===== src/rtl/button_encoder_p1_pkg.sv =====
// ---------------------------------------------------------------------------
// btn_codes_p1_pkg
// Shared definitions for the three-button encoder: the 2-bit event codes
// driven on the up/down/toggle outputs and the per-channel FSM states.
// No ports; imported by the interface, the channel and the top level.
// ---------------------------------------------------------------------------
package btn_codes_p1_pkg;

  // Event code carried on each output for exactly one cycle per event
  typedef logic [1:0] code_t;

  localparam code_t CODE_IDLE  = 2'b00;
  localparam code_t CODE_PRESS = 2'b01;
  localparam code_t CODE_HOLD  = 2'b11;

  // Per-button debounce / hold state machine
  typedef enum logic [2:0] {
    ST_IDLE       = 3'd0,
    ST_PRESS_DB   = 3'd1,
    ST_PRESSED    = 3'd2,
    ST_HELD       = 3'd3,
    ST_RELEASE_DB = 3'd4
  } chan_state_e;

endpackage


===== src/rtl/button_encoder_p1_if.sv =====
// ---------------------------------------------------------------------------
// button_encoder_p1_if
// Bundles the raw button inputs and the encoded event outputs.
//   btn_up / btn_down / btn_toggle : raw, asynchronous, bouncing buttons
//   up / down / toggle             : 2-bit registered event codes
// master : the side that drives the buttons and watches the codes
// slave  : the encoder itself
// ---------------------------------------------------------------------------
interface button_encoder_p1_if;
  import btn_codes_p1_pkg::*;

  logic  btn_up;
  logic  btn_down;
  logic  btn_toggle;
  code_t up;
  code_t down;
  code_t toggle;

  modport master (
    output btn_up, btn_down, btn_toggle,
    input  up, down, toggle
  );

  modport slave (
    input  btn_up, btn_down, btn_toggle,
    output up, down, toggle
  );

endinterface


===== src/rtl/button_encoder_p1_channel.sv =====
// ---------------------------------------------------------------------------
// btn_channel_p1
// One button channel: 2-flop synchronizer, debounce counter and the
// IDLE/PRESS_DB/PRESSED/HELD/RELEASE_DB state machine. Emits a registered
// one-cycle event code (press, and hold-repeat when HOLD_EN is set).
// Ports:
//   clock  : rising-edge clock
//   reset  : synchronous active-high reset
//   i_btn  : raw asynchronous button input
//   o_code : one-cycle event code (CODE_IDLE otherwise)
// ---------------------------------------------------------------------------
module btn_channel_p1
  import btn_codes_p1_pkg::*;
#(
  parameter int DEBOUNCE_CYCLES = 16,
  parameter int HOLD_CYCLES     = 64,
  parameter int REPEAT_CYCLES   = 32,
  parameter bit HOLD_EN         = 1'b1
) (
  input  logic  clock,
  input  logic  reset,
  input  logic  i_btn,
  output code_t o_code
);

  // Counters are sized for the largest of the three cycle parameters
  localparam int MAX_P = (DEBOUNCE_CYCLES > HOLD_CYCLES)
                       ? ((DEBOUNCE_CYCLES > REPEAT_CYCLES) ? DEBOUNCE_CYCLES : REPEAT_CYCLES)
                       : ((HOLD_CYCLES > REPEAT_CYCLES) ? HOLD_CYCLES : REPEAT_CYCLES);
  localparam int CNT_W = $clog2(MAX_P + 1);

  localparam logic [CNT_W-1:0] DB_LAST   = CNT_W'(DEBOUNCE_CYCLES - 1);
  localparam logic [CNT_W-1:0] HOLD_LAST = CNT_W'(HOLD_CYCLES - 1);
  localparam logic [CNT_W-1:0] REP_LAST  = CNT_W'(REPEAT_CYCLES - 1);

  logic [1:0]       r_sync;
  logic             w_in;
  chan_state_e      r_state;
  chan_state_e      w_nextState;
  logic [CNT_W-1:0] r_dbCnt;
  logic [CNT_W-1:0] w_dbNext;
  logic [CNT_W-1:0] r_holdCnt;
  logic [CNT_W-1:0] w_holdNext;
  logic [CNT_W-1:0] r_repCnt;
  logic [CNT_W-1:0] w_repNext;
  logic             r_fromHeld;
  logic             w_fromHeldNext;
  logic             w_holdPhase;
  code_t            r_code;
  code_t            w_codeNext;

  function automatic logic [CNT_W-1:0] satInc(input logic [CNT_W-1:0] v);
    return (v == {CNT_W{1'b1}}) ? v : v + CNT_W'(1);
  endfunction

  assign w_in = r_sync[1];

  // While glitching low from HELD we must keep running the repeat timer
  // rather than the hold timer once the 1 returns
  assign w_holdPhase = (r_state == ST_HELD) ||
                       ((r_state == ST_RELEASE_DB) && r_fromHeld);

  // Two-flop synchronizer, then the FSM/counter/event registers; reset
  // clears everything so a button still held afterwards debounces afresh
  always_ff @(posedge clock) begin
    if (reset) begin
      r_sync     <= 2'b00;
      r_state    <= ST_IDLE;
      r_dbCnt    <= '0;
      r_holdCnt  <= '0;
      r_repCnt   <= '0;
      r_fromHeld <= 1'b0;
      r_code     <= CODE_IDLE;
    end else begin
      r_sync     <= {r_sync[0], i_btn};
      r_state    <= w_nextState;
      r_dbCnt    <= w_dbNext;
      r_holdCnt  <= w_holdNext;
      r_repCnt   <= w_repNext;
      r_fromHeld <= w_fromHeldNext;
      r_code     <= w_codeNext;
    end
  end

  // Next-state and event logic. The hold counter only advances on 1
  // samples and survives a short low glitch; RELEASE_DB falls back to
  // whichever state it came from as soon as a 1 is seen.
  always_comb begin
    w_nextState    = r_state;
    w_dbNext       = r_dbCnt;
    w_holdNext     = r_holdCnt;
    w_repNext      = r_repCnt;
    w_fromHeldNext = r_fromHeld;
    w_codeNext     = CODE_IDLE;

    case (r_state)
      ST_IDLE: begin
        if (w_in) begin
          w_nextState = ST_PRESS_DB;
          w_dbNext    = '0;
        end
      end

      ST_PRESS_DB: begin
        if (!w_in) begin
          w_nextState = ST_IDLE;
          w_dbNext    = '0;
        end else if (r_dbCnt == DB_LAST) begin
          w_nextState    = ST_PRESSED;
          w_codeNext     = CODE_PRESS;
          w_dbNext       = '0;
          w_holdNext     = '0;
          w_repNext      = '0;
          w_fromHeldNext = 1'b0;
        end else begin
          w_dbNext = satInc(r_dbCnt);
        end
      end

      ST_PRESSED, ST_HELD, ST_RELEASE_DB: begin
        if (!w_in) begin
          if (r_state != ST_RELEASE_DB) begin
            w_nextState    = ST_RELEASE_DB;
            w_dbNext       = '0;
            w_fromHeldNext = (r_state == ST_HELD);
          end else if (r_dbCnt == DB_LAST) begin
            w_nextState    = ST_IDLE;
            w_dbNext       = '0;
            w_holdNext     = '0;
            w_repNext      = '0;
            w_fromHeldNext = 1'b0;
          end else begin
            w_dbNext = satInc(r_dbCnt);
          end
        end else begin
          w_dbNext = '0;
          if (w_holdPhase) begin
            w_nextState = ST_HELD;
            if (r_repCnt == REP_LAST) begin
              w_codeNext = CODE_HOLD;
              w_repNext  = '0;
            end else begin
              w_repNext = satInc(r_repCnt);
            end
          end else begin
            w_nextState = ST_PRESSED;
            if (HOLD_EN && (r_holdCnt == HOLD_LAST)) begin
              w_nextState = ST_HELD;
              w_codeNext  = CODE_HOLD;
              w_repNext   = '0;
            end else if (HOLD_EN) begin
              w_holdNext = satInc(r_holdCnt);
            end
          end
        end
      end

      default: begin
        w_nextState = ST_IDLE;
        w_dbNext    = '0;
      end
    endcase
  end

  assign o_code = r_code;

endmodule


===== src/rtl/button_encoder_p1.sv =====
// ---------------------------------------------------------------------------
// button_encoder_p1
// Three debounced buttons (up, down, toggle) encoded into one-cycle event
// codes. Up and down report press and hold-repeat; toggle reports press
// only. At most one output is active per cycle (up > down > toggle); losing
// events are dropped.
// Ports:
//   clock : rising-edge clock
//   reset : synchronous active-high reset
//   bus   : button_encoder_p1_if.slave (raw buttons in, codes out)
// ---------------------------------------------------------------------------
module button_encoder_p1
  import btn_codes_p1_pkg::*;
#(
  parameter int DEBOUNCE_CYCLES = 16,
  parameter int HOLD_CYCLES     = 64,
  parameter int REPEAT_CYCLES   = 32
) (
  input logic                clock,
  input logic                reset,
  button_encoder_p1_if.slave bus
);

  code_t w_upCode;
  code_t w_downCode;
  code_t w_toggleCode;
  code_t w_upArb;
  code_t w_downArb;
  code_t w_toggleArb;
  code_t r_up;
  code_t r_down;
  code_t r_toggle;

  btn_channel_p1 #(
    .DEBOUNCE_CYCLES (DEBOUNCE_CYCLES),
    .HOLD_CYCLES     (HOLD_CYCLES),
    .REPEAT_CYCLES   (REPEAT_CYCLES),
    .HOLD_EN         (1'b1)
  ) u_upChannel (
    .clock  (clock),
    .reset  (reset),
    .i_btn  (bus.btn_up),
    .o_code (w_upCode)
  );

  btn_channel_p1 #(
    .DEBOUNCE_CYCLES (DEBOUNCE_CYCLES),
    .HOLD_CYCLES     (HOLD_CYCLES),
    .REPEAT_CYCLES   (REPEAT_CYCLES),
    .HOLD_EN         (1'b1)
  ) u_downChannel (
    .clock  (clock),
    .reset  (reset),
    .i_btn  (bus.btn_down),
    .o_code (w_downCode)
  );

  btn_channel_p1 #(
    .DEBOUNCE_CYCLES (DEBOUNCE_CYCLES),
    .HOLD_CYCLES     (HOLD_CYCLES),
    .REPEAT_CYCLES   (REPEAT_CYCLES),
    .HOLD_EN         (1'b0)
  ) u_toggleChannel (
    .clock  (clock),
    .reset  (reset),
    .i_btn  (bus.btn_toggle),
    .o_code (w_toggleCode)
  );

  // Fixed priority up > down > toggle; a lower channel's event that
  // collides with a higher one is simply lost
  always_comb begin
    w_upArb     = w_upCode;
    w_downArb   = CODE_IDLE;
    w_toggleArb = CODE_IDLE;
    if (w_upCode == CODE_IDLE) begin
      w_downArb = w_downCode;
      if (w_downCode == CODE_IDLE) begin
        w_toggleArb = w_toggleCode;
      end
    end
  end

  // Output registers so the codes leave the block glitch-free
  always_ff @(posedge clock) begin
    if (reset) begin
      r_up     <= CODE_IDLE;
      r_down   <= CODE_IDLE;
      r_toggle <= CODE_IDLE;
    end else begin
      r_up     <= w_upArb;
      r_down   <= w_downArb;
      r_toggle <= w_toggleArb;
    end
  end

  assign bus.up     = r_up;
  assign bus.down   = r_down;
  assign bus.toggle = r_toggle;

endmodule


===== src/flat_wrapper.sv =====
// flat-port wrapper written by rule: the top's interface ports become plain ports
module button_encoder_p1_flat import btn_codes_p1_pkg::*;
#(
  parameter int DEBOUNCE_CYCLES = 16,
  parameter int HOLD_CYCLES     = 64,
  parameter int REPEAT_CYCLES   = 32
)
  (clock, reset, bus_btn_up, bus_btn_down, bus_btn_toggle, bus_up, bus_down, bus_toggle);
  button_encoder_p1_if bus_i ();
  input logic clock;
  input logic reset;
  input wire logic [$bits(bus_i.btn_up)-1:0] bus_btn_up;
  input wire logic [$bits(bus_i.btn_down)-1:0] bus_btn_down;
  input wire logic [$bits(bus_i.btn_toggle)-1:0] bus_btn_toggle;
  output wire logic [$bits(bus_i.up)-1:0] bus_up;
  output wire logic [$bits(bus_i.down)-1:0] bus_down;
  output wire logic [$bits(bus_i.toggle)-1:0] bus_toggle;
  assign bus_i.btn_up = bus_btn_up;
  assign bus_i.btn_down = bus_btn_down;
  assign bus_i.btn_toggle = bus_btn_toggle;
  assign bus_up = bus_i.up;
  assign bus_down = bus_i.down;
  assign bus_toggle = bus_i.toggle;
  button_encoder_p1 #(.DEBOUNCE_CYCLES(DEBOUNCE_CYCLES), .HOLD_CYCLES(HOLD_CYCLES), .REPEAT_CYCLES(REPEAT_CYCLES)) u_core (.clock(clock), .reset(reset), .bus(bus_i));
endmodule

===== config.mk =====
export PLATFORM = sky130hd
export DESIGN_NAME = button_encoder_p1_flat
export DESIGN_NICKNAME = d
export VERILOG_FILES = /design/src/rtl/button_encoder_p1_pkg.sv /design/src/rtl/button_encoder_p1_if.sv /design/src/rtl/button_encoder_p1_channel.sv /design/src/rtl/button_encoder_p1.sv /design/src/flat_wrapper.sv
export SDC_FILE = /design/constraint.sdc
export NUM_CORES = 1
export LEC_CHECK = 0
export ABC_AREA = 1
export CORE_ASPECT_RATIO = 1.75
export CORE_MARGIN = 1.5
export CORE_UTILIZATION = 55
export DETAILED_ROUTE_END_ITERATION = 10
export HOLD_SLACK_MARGIN = 0.12
export PLACE_DENSITY = 0.71
export SLEW_MARGIN = 20
export SYNTH_ARGS = -nofsm -noshare
export SYNTH_HDL_FRONTEND = slang
export SYNTH_SLANG_ARGS = --single-unit

===== constraint.sdc =====
create_clock -name clock -period 2 [get_ports clock]
set_input_delay 0.2 -clock clock [delete_from_list [all_inputs] [get_ports clock]]
set_output_delay 0.2 -clock clock [all_outputs]
set_load 0.05 [all_outputs]

==> impl_metrics.py <==
metrics = {
    "status": {
        "status": "completed",
    },
    "yosys": {
        "post_synth.cell_area_avg_um2": 6.61,
        "synth_area_um2": 4690,
        "synth_warnings": 0,
        "synth.yosys.seq_area_share_pct": 36.7,
        "synth_edf_count": 0,
        "synth_flop_cell": "sky130_fd_sc_hd__dfxtp_1",
        "synthCells": 709,
        "synthesis.nets": 722,
        "number_of_library_cell_types_mapped_by_synthesis": 40,
        "fraction_of_registers_with_async_set_or_reset_after_synthesis_pct": 0,
        "ys_ff_latch": 86,
    },
    "placed_design": {
        "dp_hpwl_mm": 7.77,
        "dp_worst_setup_slack_ns": 0.238,
        "placed_cells_incl_taps": 808,
        "place.port_buffers": 10,
        "place_congestion": 0.911,
    },
    "sta": {
        "setup_tns_ns": 0,
        "layout_min_cycle_time_ns": 1.76,
        "max_slew_margin_pct": 66.8,
        "rsz0062_at_grt": "false",
        "timing.final.hold_violations": 0,
        "tightestPinTransition_ns": 0.496,
        "finalWorstSetupSlack_ns": 0.238,
        "worst_clock_skew_ns": 0.00482,
        "achievable-frequency_ghz": 0.568,
        "setup-violations-final": 0,
        "fin_crit_sh_pct": 88.1,
        "report.final.slew_viol_count": 0,
    },
    "floorplan": {
        "fp.dieArea_um2": 9110,
        "die_w_um": 72.8,
        "floorplan.die.height_um": 125,
        "top_level_ports": 11,
        "floorplan.rows": 44,
        "fp.coreArea_um2": 8260,
        "initial_core_util_pct": 56.8,
    },
    "worst_hold_path": {
        "min_delay_path_depth": 2,
        "min-delay-path-class": "input port to flip-flop",
        "holdPathEnd": "u_core.u_upChannel.r_repCnt[6]",
        "hold_start": "reset",
    },
    "layout": {
        "area_delta_synth_final_pct": 10.8,
        "drive_above_1_share_pct": 8.06,
        "most_frequent_standard_cell_in_the_layout_excluding_fill_and_tap_cells": "sky130_fd_sc_hd__nand2_1",
        "mostFrequentLayoutCells": "145 x sky130_fd_sc_hd__nand2_1, 118 x sky130_fd_sc_hd__nor2_1, 96 x sky130_fd_sc_hd__inv_1, 86 x sky130_fd_sc_hd__dfxtp_1, 67 x sky130_fd_sc_hd__nand3_1",
        "nets": 740,
        "post_layout_nonfiller_instances": 824,
        "insertedDiodeCount": 0,
    },
    "power": {
        "power.density_cell_area_nw_per_um2": 726,
        "cellInternalPower_mw": 2.84,
        "leakagePower_nw": 2.18,
        "power_switching_mw": 0.938,
        "power_frac_comb_pct": 8.2,
        "switch_share_pct": 24.8,
        "sequential_power_share_pct": 47.8,
        "peakVddDrop_mv": 0.522,
        "power.share.clock_pct": 44.0,
    },
    "worst_setup_path": {
        "worst-setup-path-type": "flip-flop to flip-flop",
        "crit_path_end_kind": "flip-flop",
        "timing.critical_path.mode_cell": "sky130_fd_sc_hd__nand2_1",
        "worstReg2RegStart": "u_core.u_upChannel.r_dbCnt[0]",
        "timing.critical_path.slowest_stage_cell": "sky130_fd_sc_hd__dfxtp_1",
        "setup.worst_path.start_class": "flip-flop",
        "crit_path_cells": "ha_1, nand2_1, nor2_2, nand3_2, nand3_1, nand2_1, o21ai_2, inv_1, nand2_1, nor2_1",
        "ff2ff_setup_slack_ns": 0.24,
        "cp_max_fo": 6,
        "timing.rr.end": "u_core.u_upChannel.r_dbCnt[5]",
        "cp_slowest_stage_delay_ns": 0.37,
        "timing.critical_path.required_ns": 2.23,
        "reg2regPathDepth": 10,
        "critPathArrivalTime_ns": 1.99,
    },
    "drt": {
        "postRouteAntennaNets": 0,
        "wl_mm": 10.1,
        "router_iterations_before_antenna_repair": 4,
        "route.detailed.vias_per_inst": 5.32,
        "routedWlPerCell_um": 12.3,
        "drc_errors": 0,
        "detailedRoute.firstIterationViolations": 196,
        "dr_vias": 4383,
    },
    "clock_tree": {
        "max-clock-path-buffers": 2,
        "post-cts-setup-buffers": 0,
        "tritoncts.num_buffers": 9,
        "cts_tree": "done",
        "clock_tree.htree_level_count": 3,
        "clock_transition_at_the_register_clock_pins_on_the_worst_setup_and_hold_paths_after_cts_ns": 0.06,
        "clock_latency_ns": 0.34,
        "root_buffer": "sky130_fd_sc_hd__clkbuf_16",
        "quantity_of_gates_resized_following_cts": 0,
        "cts_hold_repair.buffers": 0,
        "clock_sink_count": 86,
    },
    "grt": {
        "antenna_found_initial": 0,
        "grt_util_met1_pct": 23.6,
        "grt_first_pass_wirelength_mm": 17.7,
        "grtUsageMet3_pct": 4.83,
        "grt-ovfl-total": 0,
        "track_usage_pct": 24.3,
        "first_global_vias": 4314,
        "grt_start_max_net_pins": 26,
        "globalRoute.busiestLayer": "met2",
        "met2_usage_pct": 46.2,
    },
    "run": {
        "drv.max_cap_violation_count": 0,
    },
}
[how the worst max path moves through the flow]
stage	start	endpoint	slack, ns	cells after the start
after detailed placement	u_core.u_upChannel.r_dbCnt[0]	u_core.u_upChannel.r_dbCnt[5]	0.24	10
after global placement	u_core.u_upChannel.r_state[0]	u_core.u_upChannel.r_holdCnt[5]	0.23	11
after CTS	u_core.u_upChannel.r_dbCnt[0]	u_core.u_upChannel.r_dbCnt[5]	0.23	10
after global routing	u_core.u_upChannel.r_dbCnt[0]	u_core.u_upChannel.r_dbCnt[5]	0.03	10
after floorplan	u_core.u_upChannel.r_dbCnt[0]	u_core.u_upChannel.r_dbCnt[5]	0.47	10
final	u_core.u_upChannel.r_dbCnt[0]	u_core.u_upChannel.r_dbCnt[5]	0.24	10
[area by class of cell]
cell class                      instances  area, µm²
Inverter                              100        378
Tap cell                               92        115
Multi-Input combinational cell        510       2510
Timing Repair Buffer                   20        170
Fill cell                             787       3060
Clock inverter                          7       72.6
Sequential cell                        86       1720
Clock buffer                            9        225
[logic make-up after synthesis]
group / after synthesis / synth area share (%)
compound gates: 97 / 11.4
fa+ha+maj: 8 / 2.14
xor+xnor: 18 / 3.36
simple gates: 387 / 36.7
flops: 86 / 36.7
buf+inv: 113 / 9.66
[flip-flops by register name (all words and copies together), names as in the netlist, 3 cells and up]
register	cells
u_core.u_downChannel.r_holdCnt	7
u_core.u_toggleChannel.r_state	3
u_core.u_toggleChannel.r_repCnt	7
u_core.u_upChannel.r_holdCnt	7
u_core.u_upChannel.r_repCnt	7
u_core.u_downChannel.r_dbCnt	7
u_core.u_upChannel.r_dbCnt	7
u_core.u_downChannel.r_repCnt	7
u_core.u_toggleChannel.r_dbCnt	7
u_core.u_upChannel.r_state	3
u_core.u_downChannel.r_state	3
[power groups by stage]
| stage | clock network [mW] | registers (mW) | logic [mW] |
|---|---|---|---|
| finish | 1.66 | 1.80 | 0.311 |
| global route | 1.77 | 1.81 | 0.360 |
| CTS | 1.69 | 1.80 | 0.313 |
| detailed placement | 0 | 1.84 | 0.311 |
| global placement | 0 | 1.84 | 0.302 |
| floorplan | 0 | 1.83 | 0.251 |
[critical path, delay by kind of cell (launching register included)]
family          cells  cell delay [ns]
fa+ha+maj           1             0.19
simple gates        7             0.76
flops               1             0.37
buf+inv             1             0.08
compound gates      1             0.25
[layer usage]
| layer | share of wire, % | up-vias | wire (µm) |
|---|---|---|---|
| li1 | - | 2307 | - |
| met1 | 38 | 1981 | 3890 |
| met2 | 56 | 69 | 5660 |
| met3 | 3.0 | 26 | 301 |
| met4 | 2.9 | 0 | 296 |
| met5 | 0 | - | 0 |
[cells in the mapped netlist, types with 3 or more instances]
library cell | instances | area (µm²)
sky130_fd_sc_hd__nand2_2 | 10 | 62.6
sky130_fd_sc_hd__nand3_1 | 67 | 335
sky130_fd_sc_hd__nor3_1 | 17 | 85.1
sky130_fd_sc_hd__a21oi_1 | 43 | 215
sky130_fd_sc_hd__nand2_1 | 145 | 544
sky130_fd_sc_hd__dfxtp_1 | 86 | 1720
sky130_fd_sc_hd__o21ai_1 | 4 | 20.0
sky130_fd_sc_hd__nor2_2 | 3 | 18.8
sky130_fd_sc_hd__buf_2 | 3 | 15.0
sky130_fd_sc_hd__nor2_4 | 5 | 56.3
sky130_fd_sc_hd__inv_1 | 96 | 360
sky130_fd_sc_hd__nand4_1 | 10 | 62.6
sky130_fd_sc_hd__ha_1 | 8 | 100
sky130_fd_sc_hd__a31oi_1 | 3 | 18.8
sky130_fd_sc_hd__nor3b_1 | 3 | 22.5
sky130_fd_sc_hd__inv_2 | 3 | 11.3
sky130_fd_sc_hd__clkbuf_1 | 6 | 22.5
sky130_fd_sc_hd__o21ai_0 | 32 | 160
sky130_fd_sc_hd__nor2_1 | 118 | 443
sky130_fd_sc_hd__o211ai_1 | 3 | 22.5
sky130_fd_sc_hd__xor2_1 | 16 | 140
[metrics by stage]
step | utilization, % | power [mW] | area (µm²) | hold WS, ns
finish | 62.9 | 3.77 | 5200 | 0.214
CTS | 62.9 | 3.81 | 5200 | 0.213
global placement | 59.3 | 2.14 | 4900 | 0.398
detailed placement | 59.3 | 2.15 | 4900 | 0.398
floorplan | - | 2.08 | 4690 | 0.307
global route | 62.9 | 3.94 | 5200 | 0.218
(Power assumes the default switching activity.)
